**src/rtl/op_entry_ctrl.sv**
```systemverilog
// Operand-entry / mode controller: key edges on tick edit two operands, launch a multiplier and show the product.
// Latency: key actions take effect on the tick clock edge; product latched MUL_LAT clocks after mul_start.
// Backpressure: none; keys are sampled on tick, S_WAIT ignores keys while the multiplier pipeline drains.
module op_entry_ctrl #(
  parameter int W          = 8,
  parameter int HOLD_TICKS = 100,
  parameter int MUL_LAT    = 4,
  parameter int NLED       = 8,
  parameter int LED_DIV    = 50
) (
  input  logic              clk,
  input  logic              rst,
  input  logic              tick,
  input  logic              key_mode,
  input  logic [1:0]        key_inc,
  input  logic [1:0]        key_dec,
  input  logic              key_ans,
  input  logic              key_auto,
  input  logic [2*W-1:0]    ans_in,
  output logic [W-1:0]      op_x,
  output logic [W-1:0]      op_y,
  output logic              mul_start,
  output logic [2*W-1:0]    result,
  output logic [1:0]        mode,
  output logic              busy,
  output logic [NLED-1:0]   led
);

  typedef enum logic [1:0] {
    S_IDLE = 2'b00,
    S_EDIT = 2'b01,
    S_WAIT = 2'b10,
    S_SHOW = 2'b11
  } state_t;

  localparam int HW = $clog2(HOLD_TICKS + 1);
  localparam int WW = $clog2(MUL_LAT + 1);
  localparam int DW = $clog2(LED_DIV + 1);
  localparam int IW = (NLED > 1) ? $clog2(NLED) : 1;

  // Bit positions inside the key history / rising-edge vectors.
  localparam int K_MODE = 0;
  localparam int K_INC0 = 1;
  localparam int K_INC1 = 2;
  localparam int K_DEC0 = 3;
  localparam int K_DEC1 = 4;
  localparam int K_ANS  = 5;

  state_t              state_q, state_d;
  logic [W-1:0]        op_x_q, op_x_d;
  logic [W-1:0]        op_y_q, op_y_d;
  logic [2*W-1:0]      result_q, result_d;
  logic                mul_start_q, mul_start_d;
  logic [NLED-1:0]     led_q, led_d;
  logic [HW-1:0]       hold_q, hold_d;
  logic [WW-1:0]       wait_q, wait_d;
  logic [DW-1:0]       div_q, div_d;
  logic [IW-1:0]       idx_q, idx_d;
  logic [5:0]          hist_q, hist_d;

  logic [5:0]          key_now;
  logic [5:0]          rise;
  logic                auto_fire;

  // Rising-edge detection against the key history; history only advances on tick.
  always_comb begin
    key_now = {key_ans, key_dec[1], key_dec[0], key_inc[1], key_inc[0], key_mode};
    rise    = '0;
    hist_d  = hist_q;
    if (tick) begin
      rise   = key_now & ~hist_q;
      hist_d = key_now;
    end
  end

  // Hold-to-auto-step counter: counts held ticks in S_EDIT/S_SHOW and fires at HOLD_TICKS.
  always_comb begin
    hold_d    = hold_q;
    auto_fire = 1'b0;
    if (!key_auto) begin
      hold_d = '0;
    end else if (tick && (state_q == S_EDIT || state_q == S_SHOW)) begin
      if (hold_q + HW'(1) == HW'(HOLD_TICKS)) begin
        hold_d    = '0;
        auto_fire = 1'b1;
      end else begin
        hold_d = hold_q + HW'(1);
      end
    end
    // Any state change restarts the hold window.
    if (state_d != state_q) begin
      hold_d = '0;
    end
  end

  // Main FSM: next state, operand edits, multiplier launch and product capture.
  always_comb begin
    state_d     = state_q;
    op_x_d      = op_x_q;
    op_y_d      = op_y_q;
    result_d    = result_q;
    mul_start_d = 1'b0;
    wait_d      = '0;
    unique case (state_q)
      S_IDLE: begin
        if (rise[K_MODE]) begin
          state_d = S_EDIT;
        end
      end
      S_EDIT: begin
        if (rise[K_MODE]) begin
          state_d = S_IDLE;
        end else if (rise[K_ANS] || auto_fire) begin
          state_d     = S_WAIT;
          mul_start_d = 1'b1;
        end else begin
          // Simultaneous inc and dec of one operand cancel out.
          unique case ({rise[K_INC0], rise[K_DEC0]})
            2'b10:   op_x_d = op_x_q + W'(1);
            2'b01:   op_x_d = op_x_q - W'(1);
            default: op_x_d = op_x_q;
          endcase
          unique case ({rise[K_INC1], rise[K_DEC1]})
            2'b10:   op_y_d = op_y_q + W'(1);
            2'b01:   op_y_d = op_y_q - W'(1);
            default: op_y_d = op_y_q;
          endcase
        end
      end
      S_WAIT: begin
        // mul_start is high in the first S_WAIT cycle; capture in the MUL_LAT-th.
        if (wait_q == WW'(MUL_LAT - 1)) begin
          result_d = ans_in;
          state_d  = S_SHOW;
        end else begin
          wait_d = wait_q + WW'(1);
        end
      end
      S_SHOW: begin
        if (rise[K_MODE]) begin
          state_d = S_IDLE;
        end else if (rise[K_ANS]) begin
          state_d = S_EDIT;
        end else if (auto_fire) begin
          op_x_d  = op_x_q + W'(1);
          op_y_d  = op_y_q + W'(1);
          state_d = S_EDIT;
        end
      end
      default: state_d = S_IDLE;
    endcase
  end

  // Marquee: one walking low LED in S_IDLE, all dark elsewhere with divider/index cleared.
  always_comb begin
    div_d = div_q;
    idx_d = idx_q;
    if (state_d != S_IDLE) begin
      div_d = '0;
      idx_d = '0;
    end else if (tick && state_q == S_IDLE) begin
      if (div_q + DW'(1) == DW'(LED_DIV)) begin
        div_d = '0;
        idx_d = (idx_q == IW'(NLED - 1)) ? '0 : idx_q + IW'(1);
      end else begin
        div_d = div_q + DW'(1);
      end
    end
    led_d = '1;
    for (int i = 0; i < NLED; i++) begin
      if (state_d == S_IDLE && idx_d == IW'(NLED - 1 - i)) begin
        led_d[i] = 1'b0;
      end
    end
  end

  // State and datapath registers with synchronous reset.
  always_ff @(posedge clk) begin
    if (rst) begin
      state_q     <= S_IDLE;
      op_x_q      <= '0;
      op_y_q      <= '0;
      result_q    <= '0;
      mul_start_q <= 1'b0;
      led_q       <= '1;
      hold_q      <= '0;
      wait_q      <= '0;
      div_q       <= '0;
      idx_q       <= '0;
      hist_q      <= '0;
    end else begin
      state_q     <= state_d;
      op_x_q      <= op_x_d;
      op_y_q      <= op_y_d;
      result_q    <= result_d;
      mul_start_q <= mul_start_d;
      led_q       <= led_d;
      hold_q      <= hold_d;
      wait_q      <= wait_d;
      div_q       <= div_d;
      idx_q       <= idx_d;
      hist_q      <= hist_d;
    end
  end

  assign op_x      = op_x_q;
  assign op_y      = op_y_q;
  assign mul_start = mul_start_q;
  assign result    = result_q;
  assign mode      = state_q;
  assign busy      = (state_q == S_WAIT);
  assign led       = led_q;

endmodule

```
**config.mk**
```make
export PLATFORM = sky130hd
export DESIGN_NAME = op_entry_ctrl
export DESIGN_NICKNAME = d
export VERILOG_FILES = /design/src/rtl/op_entry_ctrl.sv
export SDC_FILE = /design/constraint.sdc
export NUM_CORES = 1
export LEC_CHECK = 0
export ABC_AREA = 1
export ABC_CLOCK_PERIOD_IN_PS = 2650
export CELL_PAD_IN_SITES_DETAIL_PLACEMENT = 0
export CELL_PAD_IN_SITES_GLOBAL_PLACEMENT = 2
export CORE_UTILIZATION = 29
export DETAILED_ROUTE_END_ITERATION = 16
export GPL_ROUTABILITY_DRIVEN = 0
export PLACE_DENSITY_LB_ADDON = 0.05
export SETUP_SLACK_MARGIN = 0.3
export SLEW_MARGIN = 10
export SYNTH_ARGS = -nofsm -noshare
export SYNTH_HDL_FRONTEND = slang
export SYNTH_SLANG_ARGS = --single-unit
```
**constraint.sdc**
```tcl
create_clock -name clk -period 2.65 [get_ports clk]
set_input_delay 0.53 -clock clk [delete_from_list [all_inputs] [get_ports clk]]
set_output_delay 0.53 -clock clk [all_outputs]
set_load 0.02 [all_outputs]
```
==> results.toml <==
[die]
rows = 40
die_x_um = 115
die_area_um2 = 13300
io_pins = 70
die_h_um = 115
core_area_um2 = 12300
start_util_pct = 30.3

[logic_synthesis]
synth_top_family_by_area = "simple AND/OR/NAND/NOR gates"
synth-adder-area-share_pct = 3.70
synth.mux.area_fraction_pct = 0.841
netlist-cell-type-count = 36
synth_edf_count = 0
yosysSeqAreaShare_pct = 36.6
yosysTopAreaCell = "dfxtp_1"
ys_seq_elements = 68
async_flop_share_pct = 0
synthesis.nets = 580
syn-instance-count = 543
ys.warnings.count = 0
netlist_area_um2 = 3720
synth_xor_area_share_pct = 5.42
synthSimpleGateAreaFrac_pct = 36.6
avgSynthCellArea_um2 = 6.85
synth_compound_area_share_pct = 9.52
synthFlopType = "dfxtp_1"
yosysTopAreaCellShare_pct = 36.6
synthTopCellsByArea = "dfxtp_1, nand2_1, nor2_1, nand3_1, inv_1"

[pwr]
ir_drop_mv = 0.258
swShare_pct = 24.8
power.total_mw = 2.85
combPwrFrac_pct = 14.7
p_leak_nw = 2.07
switchingPower_uw = 708
pwr-share-seq_pct = 37.9
pwr-share-clk_pct = 47.4
pwr_density_cell_nw_per_um2 = 565
intPower_mw = 2.14

[cells_and_area]
final_cell_mix = "nand2_1, nor2_1, dfxtp_1, clkdlybuf4s50_1, inv_1"
fin_cells = 802
nets = 666
drive_gt1_share_pct = 9.94
final_area_um2 = 5050
diodes = 0
area_growth_pct = 35.7
fin_util_pct = 41.2
final_common_cell = "nand2_1"

[timing]
setup_violations = 0
drv_slew = 0
worst_pin_slew_ns = 0.555
skew_ns = 0.00509
slew_headroom_pct = 62.7
hold_violations = 0
rsz0062_at_grt = "yes"
fmax_ghz = 0.465
fin_ws_ns = 0.500
post-route-period-util_pct = 81.1
finalCriticalPeriod_ns = 2.15
holdWs_ns = 0.425
finalSetupTns_ns = 0

[worst_setup_path]
critPathMaxFanout = 6
critPathKind = "input pin to flop"
end_kind = "flop"
arrival_ns = 2.38
worstSetupStartpointType = "input pin"
worstPathRequired_ns = 2.88
reg2reg_slack_ns = 0.57

[drt]
wl_per_cell_um = 12.0
drcViolationCount = 0
vias = 3594
vias_per_cell = 4.48
wirelength_mm = 9.64
dr.pass1.iters = 4
drt_iter0_markers = 116
ant_nets = 0

[placed_design]
place_area_um2 = 4710
place_hpwl_mm = 7.35
dp_cells = 786
dp_slack_ns = 0.0945
port_buffers = 69

[clock_tree]
holdBufCountCts = 0
cts.sink_count = 68
cts_tree = "done"
htreeDepth = 3
numCtsBuffers = 9
clk_pin_slew_worst_paths_ns = 0.05
insertion_delay_ns = 0.34
clock-root-buffer = "clkbuf_16"
clk_path_buf_depth = 2

[worst_hold_path]
hold_path.class = "flop to flop"

[grt]
grt_pass1_vias = 3528
grt_max_degree = 42
grt_pass1_wl_mm = 16.6
grt.total_usage_pct = 16.2
gr-total-overflow = 0
antenna_found_initial = 0

[run_status]
status = "finished, final reports clean"

[run]
maxCapViolations = 0
-- routing by layer --
layer  track usage (%)  routed length (µm)  vias up
met3              4.59                 470       13
li1                  -                   -     1917
met2              26.5                4440       68
met4              7.01                 175        0
met5                 0                   0        -
met1              19.9                4550     1596
-- final timing paths --
| path | start | to | depth (start not counted) |
|---|---|---|---|
| setup / recovery | tick | led[4] | 13 |
| hold / removal | wait_q[0] | wait_q[0] | 1 |
| setup reg to reg | hold_q[0] | led[4] | 14 |
| hold reg to reg | wait_q[0] | wait_q[0] | 1 |
-- critical path: stages --
cell             delay, ns
clkdlybuf4s50_1       0.50
buf_4                 0.13
nand2_4               0.04
inv_1                 0.09
nand3_2               0.11
nor2_4                0.14
nand2_4               0.08
nand3_1               0.09
nand2_1               0.09
nor2_4                0.18
nand3_1               0.15
nor2_1                0.18
nand2_1               0.07
-- power groups by stage --
stage / Clock [mW] / Combinational, mW / Sequential, mW
after floorplan: 0 / 0.255 / 1.11
after CTS: 1.40 / 0.426 / 1.08
after detailed placement: 0 / 0.424 / 1.10
final: 1.35 / 0.419 / 1.08
after global routing: 1.44 / 0.480 / 1.08
after global placement: 0 / 0.425 / 1.10
-- state kept, by name (all words and copies together), names as in the netlist --
signal / cells
result: 16
led: 8
op_x: 8
op_y: 8
hold_q: 7
div_q: 6
hist_q: 6
idx_q: 3
wait_q: 3
mode: 2
mul_start: 1
-- cell type report --
class                   instances  area (µm²)
fillers                      1313        7220
multi-input cells             405        2090
flip-flops and latches         68        1360
repair buffers                 89         840
clock buffers                  11         233
inverters                      56         213
well taps                     168         210
clock inverters                 5         100
-- timing repair --
| item | 4_1_cts | 5_1_grt |
|---|---|---|
| buffers inserted | 0 | 0 |
| gates resized for setup | 2 | 1 |
| setup endpoints to repair | 1 | 15 |
-- cells in the mapped netlist (3+ instances only) --
cell type and count:
nand2_1 151, nor2_1 69, dfxtp_1 68, inv_1 51
nand3_1 44, a21oi_1 35, xor2_1 17, o21ai_0 15
ha_1 11, nor3_1 11, clkbuf_1 10, nand4_1 10
xnor2_1 6, nand3_2 4, nand2_2 3, nand2_4 3
nor2_2 3, nor2_4 3, o211ai_1 3, o21ai_1 3
-- cell families after synthesis --
logic type,Yosys count
xor+xnor,23
mux,3
buf+inv,70
flops,68
fa+ha+maj,11
compound gates,63
simple gates,305
Note: power is estimated with default switching activity, not from simulation.
